<file path="src/rtl/rotating_priority_resolver_pkg.sv">
// Shared types and helpers for the rotating priority resolver.
// Holds the acknowledge FSM state encoding and a constant ceil-log2.
package rotating_priority_resolver_pkg;

    typedef enum logic {
        IDLE  = 1'b0,
        WAIT2 = 1'b1
    } state_t;

    // Index width for an N-entry vector; never narrower than one bit.
    function automatic int clog2(input int value);
        int w;
        w = 1;
        while ((1 << w) < value) w++;
        return w;
    endfunction

endpackage

</file>
<file path="src/rtl/rotating_priority_resolver_circ_priority_enc.sv">
// Circular find-first: the entry just after pointer lp has top priority, descending around the ring.
// Combinational; rank is the distance from the top-priority slot (0 = highest).
module circ_priority_enc
    import rotating_priority_resolver_pkg::*;
#(
    parameter int N    = 8,
    parameter int ID_W = clog2(N)
) (
    input  logic [N-1:0]    req,
    input  logic [ID_W-1:0] lp,
    output logic            found,
    output logic [ID_W-1:0] idx,
    output logic [ID_W-1:0] rank
);

    logic [ID_W-1:0] sh;
    logic [2*N-1:0]  dbl;
    logic [N-1:0]    rot;

    // Rotate so the highest-priority line lands at bit 0; lp=N-1 means no rotation.
    assign sh  = (lp == ID_W'(N - 1)) ? '0 : lp + 1'b1;
    assign dbl = {req, req};
    assign rot = N'(dbl >> sh);

    always_comb begin
        found = 1'b0;
        idx   = '0;
        rank  = '0;
        for (int k = N - 1; k >= 0; k--) begin
            if (rot[k]) begin
                found = 1'b1;
                rank  = ID_W'(k);
                idx   = (int'(sh) + k >= N) ? ID_W'(int'(sh) + k - N) : ID_W'(int'(sh) + k);
            end
        end
    end

endmodule

</file>
<file path="src/rtl/rotating_priority_resolver.sv">
// 8259-style fully nested interrupt resolver with rotating priority and two-pulse acknowledge.
// int_o and acknowledge outputs are registered; EOI commands act on the pre-cycle isr.
module rotating_priority_resolver
    import rotating_priority_resolver_pkg::*;
#(
    parameter int N = 8,
    localparam int ID_W = clog2(N)
) (
    input  logic            clk,
    input  logic            reset,
    input  logic [N-1:0]    irr,
    input  logic [N-1:0]    imr,
    input  logic            inta_pulse,
    input  logic            eoi,
    input  logic            seoi,
    input  logic [ID_W-1:0] seoi_id,
    input  logic            aeoi_mode,
    input  logic            rotate_mode,
    output logic            int_o,
    output logic [N-1:0]    isr,
    output logic [N-1:0]    irr_clr,
    output logic            vec_valid,
    output logic [ID_W-1:0] vec_id
);

    localparam logic [ID_W-1:0] LAST_ID = ID_W'(N - 1);

    state_t          state_q, state_d;
    logic [N-1:0]    isr_q, isr_d;
    logic [N-1:0]    irr_clr_q, irr_clr_d;
    logic [ID_W-1:0] lp_q, lp_d;
    logic [ID_W-1:0] cur_id_q, cur_id_d;
    logic [ID_W-1:0] vec_id_q, vec_id_d;
    logic            spurious_q, spurious_d;
    logic            int_o_q, int_o_d;
    logic            vec_valid_q, vec_valid_d;

    logic            cand_found, top_found;
    logic [ID_W-1:0] cand_id, cand_rank, top_id, top_rank;
    logic [N-1:0]    isr_set, isr_clr;
    logic            seoi_hit;

    circ_priority_enc #(.N(N), .ID_W(ID_W)) u_cand_enc (
        .req   (irr & ~imr),
        .lp    (lp_q),
        .found (cand_found),
        .idx   (cand_id),
        .rank  (cand_rank)
    );

    circ_priority_enc #(.N(N), .ID_W(ID_W)) u_isr_enc (
        .req   (isr_q),
        .lp    (lp_q),
        .found (top_found),
        .idx   (top_id),
        .rank  (top_rank)
    );

    assign seoi_hit = seoi && (int'(seoi_id) < N);

    always_comb begin
        state_d     = state_q;
        lp_d        = lp_q;
        cur_id_d    = cur_id_q;
        spurious_d  = spurious_q;
        vec_id_d    = vec_id_q;
        irr_clr_d   = '0;
        vec_valid_d = 1'b0;
        isr_set     = '0;
        isr_clr     = '0;

        case (state_q)
            IDLE: begin
                if (inta_pulse) begin
                    state_d = WAIT2;
                    if (cand_found) begin
                        isr_set    = N'(1) << cand_id;
                        irr_clr_d  = N'(1) << cand_id;
                        cur_id_d   = cand_id;
                        spurious_d = 1'b0;
                    end else begin
                        cur_id_d   = LAST_ID;
                        spurious_d = 1'b1;
                    end
                end
            end
            WAIT2: begin
                if (inta_pulse) begin
                    state_d     = IDLE;
                    vec_valid_d = 1'b1;
                    vec_id_d    = cur_id_q;
                    if (aeoi_mode && !spurious_q) begin
                        isr_clr = N'(1) << cur_id_q;
                        if (rotate_mode) lp_d = cur_id_q;
                    end
                end
            end
            default: state_d = IDLE;
        endcase

        // An explicit EOI in the same cycle as an auto-EOI takes the final say on lp.
        if (seoi_hit) begin
            isr_clr = isr_clr | (N'(1) << seoi_id);
            if (rotate_mode) lp_d = seoi_id;
        end else if (eoi && !seoi && top_found) begin
            isr_clr = isr_clr | (N'(1) << top_id);
            if (rotate_mode) lp_d = top_id;
        end

        isr_d   = (isr_q & ~isr_clr) | isr_set;
        int_o_d = (state_d == IDLE) && cand_found && (!top_found || (cand_rank < top_rank));
    end

    always_ff @(posedge clk) begin
        if (reset) begin
            state_q     <= IDLE;
            isr_q       <= '0;
            lp_q        <= LAST_ID;
            cur_id_q    <= '0;
            spurious_q  <= 1'b0;
            int_o_q     <= 1'b0;
            irr_clr_q   <= '0;
            vec_valid_q <= 1'b0;
            vec_id_q    <= '0;
        end else begin
            state_q     <= state_d;
            isr_q       <= isr_d;
            lp_q        <= lp_d;
            cur_id_q    <= cur_id_d;
            spurious_q  <= spurious_d;
            int_o_q     <= int_o_d;
            irr_clr_q   <= irr_clr_d;
            vec_valid_q <= vec_valid_d;
            vec_id_q    <= vec_id_d;
        end
    end

    assign int_o     = int_o_q;
    assign isr       = isr_q;
    assign irr_clr   = irr_clr_q;
    assign vec_valid = vec_valid_q;
    assign vec_id    = vec_id_q;

endmodule
</file>
<file path="config.mk">
export PLATFORM = sky130hd
export DESIGN_NAME = rotating_priority_resolver
export DESIGN_NICKNAME = d
export VERILOG_FILES = /design/src/rtl/rotating_priority_resolver_pkg.sv /design/src/rtl/rotating_priority_resolver_circ_priority_enc.sv /design/src/rtl/rotating_priority_resolver.sv
export SDC_FILE = /design/constraint.sdc
export NUM_CORES = 1
export LEC_CHECK = 0
export BUFFER_PORTS_ARGS = -buffer_cell sky130_fd_sc_hd__buf_4
export CORE_MARGIN = 2
export CORE_UTILIZATION = 59
export DETAILED_ROUTE_END_ITERATION = 10
export PLACE_DENSITY_LB_ADDON = 0.25
export SYNTH_ARGS = -nofsm -noshare
export SYNTH_HDL_FRONTEND = slang
export SYNTH_HIERARCHICAL = 1
export SYNTH_SLANG_ARGS = --single-unit
</file>
<file path="constraint.sdc">
create_clock -name clk -period 4.6 [get_ports clk]
set_clock_uncertainty 0.1 [all_clocks]
set_input_delay 0.69 -clock clk [delete_from_list [all_inputs] [get_ports clk]]
set_output_delay 0.69 -clock clk [all_outputs]
set_load 0.05 [all_outputs]
</file>
* Word-level counts from Yosys, hierarchy flattened *
Cells that the tools add are included.

cells by class
  add/subtract/negate cells = 16
  multipliers = 0
  div/mod/pow operators = 0
  magnitude comparators = 9
  equality and inequality tests = 1
  shift operators = 6
  muxes and demuxes = 78
  bitwise logic cells = 9
  reductions and logical operators = 12

operator list
  cell                                                                    count
  3-bit 2-to-1 mux                                                        50
  8-bit 2-to-1 mux                                                        8
  1-bit by 3-bit << shifter with 8-bit output (first input constant)      4
  16-bit by 3-bit right shift with 8-bit output                           2
  4-bit >= comparator (second input constant)                             7
  8-bit OR                                                                3
  3-bit by 1-bit subtractor with 3-bit output (second input constant)     8
  1-bit 2-to-1 mux                                                        19
  3-bit by 3-bit adder with 4-bit output (second input constant)          4
  8-bit AND                                                               2
  8-bit inverter                                                          2
  3-bit by 2-bit adder with 4-bit output (second input constant)          2
  1-bit logical AND                                                       5
  3-bit by 1-bit adder with 4-bit output (second input constant)          1
  3-bit by 4-bit >= comparator with 1-bit output (second input constant)  1
  2-bit AND reduction                                                     2
  3-bit by 1-bit adder with 3-bit output (second input constant)          1
  3-bit equality test (second input constant)                             1
  1-bit zero test                                                         3
  3-bit < comparator                                                      1
  1-bit inverter                                                          2
  1-bit case mux with 2 select lines                                      1
  2-bit OR reduction                                                      1
  1-bit logical OR                                                        1

word-level totals
  register bits = 29
  latch bits = 0
  bits in writable memories = 0
  ROM bits = 0
  input bits = 26
  output and inout bits = 21
  logic and storage cells = 140
  memories kept = 0

* Longest topological paths before layout *
  word-level depth = 20
  gate-level depth with buffers = 15

* Modules after synthesis *
Netlist, hierarchy kept.

by module, submodules not included
  module                      instances  cells an instance  area each (µm²)
  circ_priority_enc           2          128                977.2
  rotating_priority_resolver  1          165                1428.9

* Worst setup path after synthesis *
No wires, ideal clock.

  path kind = register to register
  start = reg lp_q[0]
  end = reg isr_q[6], in the netlist isr[6]
  library setup time = 0.121 ns
  arrival = 3.381 ns
  required time = 4.379 ns
  path slack = 0.998 ns
  stages on the path, launching flop included = 14
  buffers on the path = 2
  cells stage by stage = dfxtp_1 > ha_1 > ha_1 > buf_6 > buf_12 > mux2_4 > mux4_2 > a21oi_1 > o22ai_1 > o22a_1 > or3b_1 > or2_0 > o2111ai_1 > o21bai_1

between the ends
  longest elaborated chain between the ends = 20
  elaborated cells between the ends (all ways) = 80

RTL lines
  item                                                                                       RTL line                                            source
  from (decl)                                                                                rotating_priority_resolver.sv:31                    logic [ID_W-1:0] lp_q, lp_d;
  from (signal assigned)                                                                     rotating_priority_resolver.sv:128                   lp_q <= lp_d;
  3-bit by 1-bit adder with 3-bit output / 3-bit equality test (equally long branches)       rotating_priority_resolver_circ_priority_enc.sv:21  assign sh = (lp == ID_W'(N - 1)) ? '0 : lp + 1'b1;
  3-bit 2-to-1 mux *                                                                         rotating_priority_resolver_circ_priority_enc.sv:21
  3-bit by 3-bit adder with 4-bit output                                                     rotating_priority_resolver_circ_priority_enc.sv:33  idx = (int'(sh) + k >= N) ? ID_W'(int'(sh) + k - N) : ID_W'(int'(sh) + k);
  4-bit >= comparator / 3-bit by 1-bit subtractor with 3-bit output (equally long branches)  rotating_priority_resolver_circ_priority_enc.sv:33
  3-bit 2-to-1 mux                                                                           rotating_priority_resolver_circ_priority_enc.sv:33
  3-bit 2-to-1 mux (7 in a row)                                                              rotating_priority_resolver_circ_priority_enc.sv:30  if (rot[k]) begin
  3-bit 2-to-1 mux *                                                                         rotating_priority_resolver_circ_priority_enc.sv:30
  net top_id[0]                                                                              rotating_priority_resolver.sv:39                    logic [ID_W-1:0] cand_id, cand_rank, top_id, top_rank;
  1-bit by 3-bit << shifter with 8-bit output *                                              rotating_priority_resolver.sv:106                   isr_clr = isr_clr | (N'(1) << top_id);
  8-bit OR *                                                                                 rotating_priority_resolver.sv:106
  8-bit 2-to-1 mux *                                                                         rotating_priority_resolver.sv:105                   end else if (eoi && !seoi && top_found) begin
  8-bit 2-to-1 mux *                                                                         rotating_priority_resolver.sv:102                   if (seoi_hit) begin
  8-bit inverter *                                                                           rotating_priority_resolver.sv:110                   isr_d = (isr_q & ~isr_clr) | isr_set;
  8-bit AND *                                                                                rotating_priority_resolver.sv:110
  8-bit OR *                                                                                 rotating_priority_resolver.sv:110
  to (signal assigned)                                                                       rotating_priority_resolver.sv:127                   isr_q <= isr_d;
  to (decl)                                                                                  rotating_priority_resolver.sv:29                    logic [N-1:0] isr_q, isr_d;

The timed path passes the listed nets; every way through them passes the cells marked *.
A chain may end at the register's enable or synchronous reset.

* Worst setup path after layout *
  start = reg lp_q[0]
  end = reg isr_q[6], in the netlist isr[6]

between the ends
  elaborated cells between the ends (all ways) = 80

RTL lines
  item                                                                                       RTL line                                            source
  3-bit by 1-bit adder with 3-bit output / 3-bit equality test (equally long branches)       rotating_priority_resolver_circ_priority_enc.sv:21
  3-bit 2-to-1 mux *                                                                         rotating_priority_resolver_circ_priority_enc.sv:21
  3-bit by 3-bit adder with 4-bit output                                                     rotating_priority_resolver_circ_priority_enc.sv:33
  4-bit >= comparator / 3-bit by 1-bit subtractor with 3-bit output (equally long branches)  rotating_priority_resolver_circ_priority_enc.sv:33
  3-bit 2-to-1 mux                                                                           rotating_priority_resolver_circ_priority_enc.sv:33
  3-bit 2-to-1 mux (7 in a row)                                                              rotating_priority_resolver_circ_priority_enc.sv:30
  3-bit 2-to-1 mux *                                                                         rotating_priority_resolver_circ_priority_enc.sv:30
  net cand_id[2]                                                                             rotating_priority_resolver.sv:39
  1-bit by 3-bit << shifter with 8-bit output *                                              rotating_priority_resolver.sv:77                    isr_set = N'(1) << cand_id;
  8-bit 2-to-1 mux * (2 in a row)                                                            -
  8-bit 2-to-1 mux *                                                                         rotating_priority_resolver.sv:72                    case (state_q)
  8-bit OR *                                                                                 rotating_priority_resolver.sv:110

Marks and branches as above.

==> results by group <==
Status
  • Outcome: finished, final reports clean

Logic synthesis
  • Number of synthesized register bits: 29
  • Simple-gate share of the synthesized area: 26.1%
  • Async SR Flop Fraction: 0%
  • Primary FF master, synth: dfxtp_1
  • Most numerous cell in the Yosys netlist: nand2_1
  • Adder and majority gate portion of the synthesized area: 3.70%
  • Post-synthesis mux area share: 24.3%
  • Synth Net Count: 457
  • Syn Std Cell Area: 0.00338 mm2
  • Compound-cell area share of the yosys netlist: 22.5%
  • Post-synthesis sequential area ratio: 17.2%
  • EDFF count, synth: 0
  • Top cell type's share of synthesized area: 17.2%
  • Post-synthesis average cell area: 8.04 um2
  • Largest family of logic cells by synthesized area: simple AND/OR/NAND/NOR gates
  • Yosys top cell by area: dfxtp_1
  • Post-Synth XOR/XNOR Area: 0.518%
  • Largest cells by area after synthesis: dfxtp_1, mux4_2, mux2i_1
  • Ys Warns: 6
  • Most frequent cells after synthesis: nand2_1, nor2_1, dfxtp_1, a21oi_1, o21ai_0
  • Cells after synthesis: 421
  • Post-synthesis cell type count: 58

GRT
  • Initial antenna violation count: 0
  • Vias in the first global route: 3238
  • GRT Overall Usage: 31.3%
  • GRT overflow: 0
  • First-pass GRT wire length: 15800 um
  • Largest net degree at the start of global routing: 24

Route
  • Average wire per standard cell: 17.9 um
  • DRC Markers: 0
  • Vias per inst: 6.64
  • Detail Route Antenna Nets: 0
  • Final Routed Wirelength: 9670 um
  • Number of detailed-route iterations in the first pass: 5
  • Initial DRC count: 432
  • Vias post-DR: 3585

Place
  • Final RePlAce weighted congestion: 0.941
  • Port Buffer Count: 46
  • Detailed placement HPWL: 7280 um
  • Placement Setup Slack: 0.524 ns

Floorplan
  • Die area: 0.00636 mm2
  • Core region area: 0.00551 mm2
  • Top Ports: 47
  • Row cnt: 27
  • Initial Utilization: 61.4%
  • Die W: 79.7 um
  • DIE HEIGHT: 79.7 um

Critical path
  • Worst-path cell with the longest stage delay: ha_1
  • Critical Path RT: 4.70 ns
  • Critical Path Start Type: register
  • Most frequent cell on the critical path: ha_1
  • Crit path max-delay family: adder cells
  • Slowest cell delay on critical path: 0.88 ns
  • Kind of critical path: reg -> reg
  • Cells along the critical path: ha_1, ha_1, mux2_2, mux4_2, a211oi_1, o21a_1, nand4b_1, nand2_1, nand3_1, nor3_1, o21bai_1
  • Worst Path Arrival: 4.26 ns
  • Crit end category: register
  • Crit path max fanout: 22
  • CP Buf/Inv Count: 0

Finish
  • Area Growth Syn to Fin: 13.8%
  • Antenna diodes: 0
  • Share of post-route cells with drive strength above 1: 23.5%
  • # nets final: 503
  • Multi-input gate area: 0.00261 mm2
  • Final core occ: 69.9%
  • Register area: 581 um2
  • Fill count: 441

CTS
  • Skew-Pair Late Insertion Delay: 0.28 ns
  • Post-CTS Hold Fix Bufs: 0
  • Clock slew at reported path FFs: 0.07 ns
  • Num CTS Buffers: 5
  • CTS Buffer Depth: 2
  • Clk sinks: 29
  • CTS root buffer: clkbuf_8
  • PostCTS Resize Cnt: 0
  • Buffer count from post-CTS setup fixing: 0
  • CTS tree: done
  • H-tree depth: 2

Timing
  • Minimum clock period: 4.16 ns
  • Setup TNS Final: 0 ns
  • Slew headroom: 43.0%
  • Final Hold Fails: 0
  • RSZ-0062 raised after global routing: no
  • Final setup margin: 0.445 ns
  • Least-Margin Pin Slew: 0.856 ns
  • Final setup vio count: 0
  • Fmax: 241 MHz
  • Post-route clock period utilization: 90.3%
  • Final slew viol count: 0

Pwr
  • Max VDD drop: 0.000407 V
  • Leakage: 1.63 nW
  • Power per Cell Area: 762 mW/mm2
  • Design Power: 2.94 mW

Worst hold path
  • Hold Crit Class: reg -> reg

Run
  • Max-cap violations: 0
worst paths after layout:
path         slack [ns]   endpoint  startpoint  cells after the start
max                0.44     isr[6]     lp_q[0]                     11
min                0.40  vec_id[1]   vec_id[1]                      2
max reg2reg        0.44     isr[6]     lp_q[0]                     11
min reg2reg        0.40  vec_id[1]   vec_id[1]                      2
power breakdown:
| group | switching (mW) | total (mW) | internal [mW] |
|---|---|---|---|
| registers | 0.0951 | 0.406 | 0.311 |
| clock network | 0.102 | 0.206 | 0.104 |
| logic | 1.39 | 2.32 | 0.929 |
| total | 1.59 | 2.94 | 1.34 |
layout by cell type (no fill, tap or decap), types with 7 or more instances in the layout:
| cell | netlist | routed |
|---|---|---|
| dfxtp_1 | 29 | 29 |
| nor2b_1 | 21 | 21 |
| nor3_1 | 14 | 14 |
| nand2b_1 | 7 | 7 |
| a21oi_1 | 23 | 23 |
| mux2_2 | 17 | 17 |
| inv_1 | 14 | 14 |
| o22ai_1 | 8 | 8 |
| mux4_2 | 16 | 16 |
| nor2_1 | 32 | 32 |
| ha_1 | 10 | 10 |
| nand3_1 | 19 | 19 |
| buf_4 | 2 | 57 |
| nand2_1 | 54 | 54 |
| o21ai_0 | 23 | 23 |
| mux2i_1 | 21 | 21 |
| and3_1 | 9 | 9 |
stage by stage:
stage          hold WS [ns]  area, um2  instances
2_1_floorplan         0.363       3380        421
3_3_place_gp          0.378       3760        532
3_5_place_dp          0.388       3760        532
4_1_cts               0.407       3850        540
5_1_grt               0.431       3850        540
6_report              0.402       3850        540
routing by layer:
metal / up-vias / track usage (%) / share of wire (%)
li1: 1686 / - / -
met1: 1657 / 40.7 / 41
met2: 227 / 54.6 / 49
met3: 15 / 4.30 / 8.0
met4: 0 / 7.24 / 1.3
met5: - / 0 / 0
final cells by class:
type                    instances  share of cell area [%]
clock buffers                   5                    1.79
clock inverters                 3                   0.455
inverters                      15                    1.46
multi-input cells             359                    67.8
flip-flops and latches         29                    15.1
well taps                      72                    2.34
repair buffers                 57                    11.1
cells by family (layout without fill, tap and decap cells):
kind of cell | after synthesis | after routing
simple gates | 177 | 177
compound gates | 112 | 112
mux | 58 | 58
buf+inv | 33 | 80
flops | 29 | 29
fa+ha+maj | 10 | 10
xor+xnor | 2 | 2
worst reg2reg max path: stages (launching register included):
cell and delay [ns]:
dfxtp_1 0.37, ha_1 0.29, ha_1 0.88, mux2_2 0.46, mux4_2 0.59, a211oi_1 0.28, o21a_1 0.18, nand4b_1 0.11
nand2_1 0.23, nand3_1 0.16, nor3_1 0.26, o21bai_1 0.17
state kept, by name, summed over array words and instances (netlist names):
| register | count |
|---|---|
| int_o | 1 |
| vec_id | 3 |
| irr_clr | 8 |
| isr | 8 |
| lp_q | 3 |
| cur_id_q | 3 |
| spurious_q | 1 |
| state_q | 1 |
| vec_valid | 1 |
No activity file was read; power rests on OpenSTA's default activity.
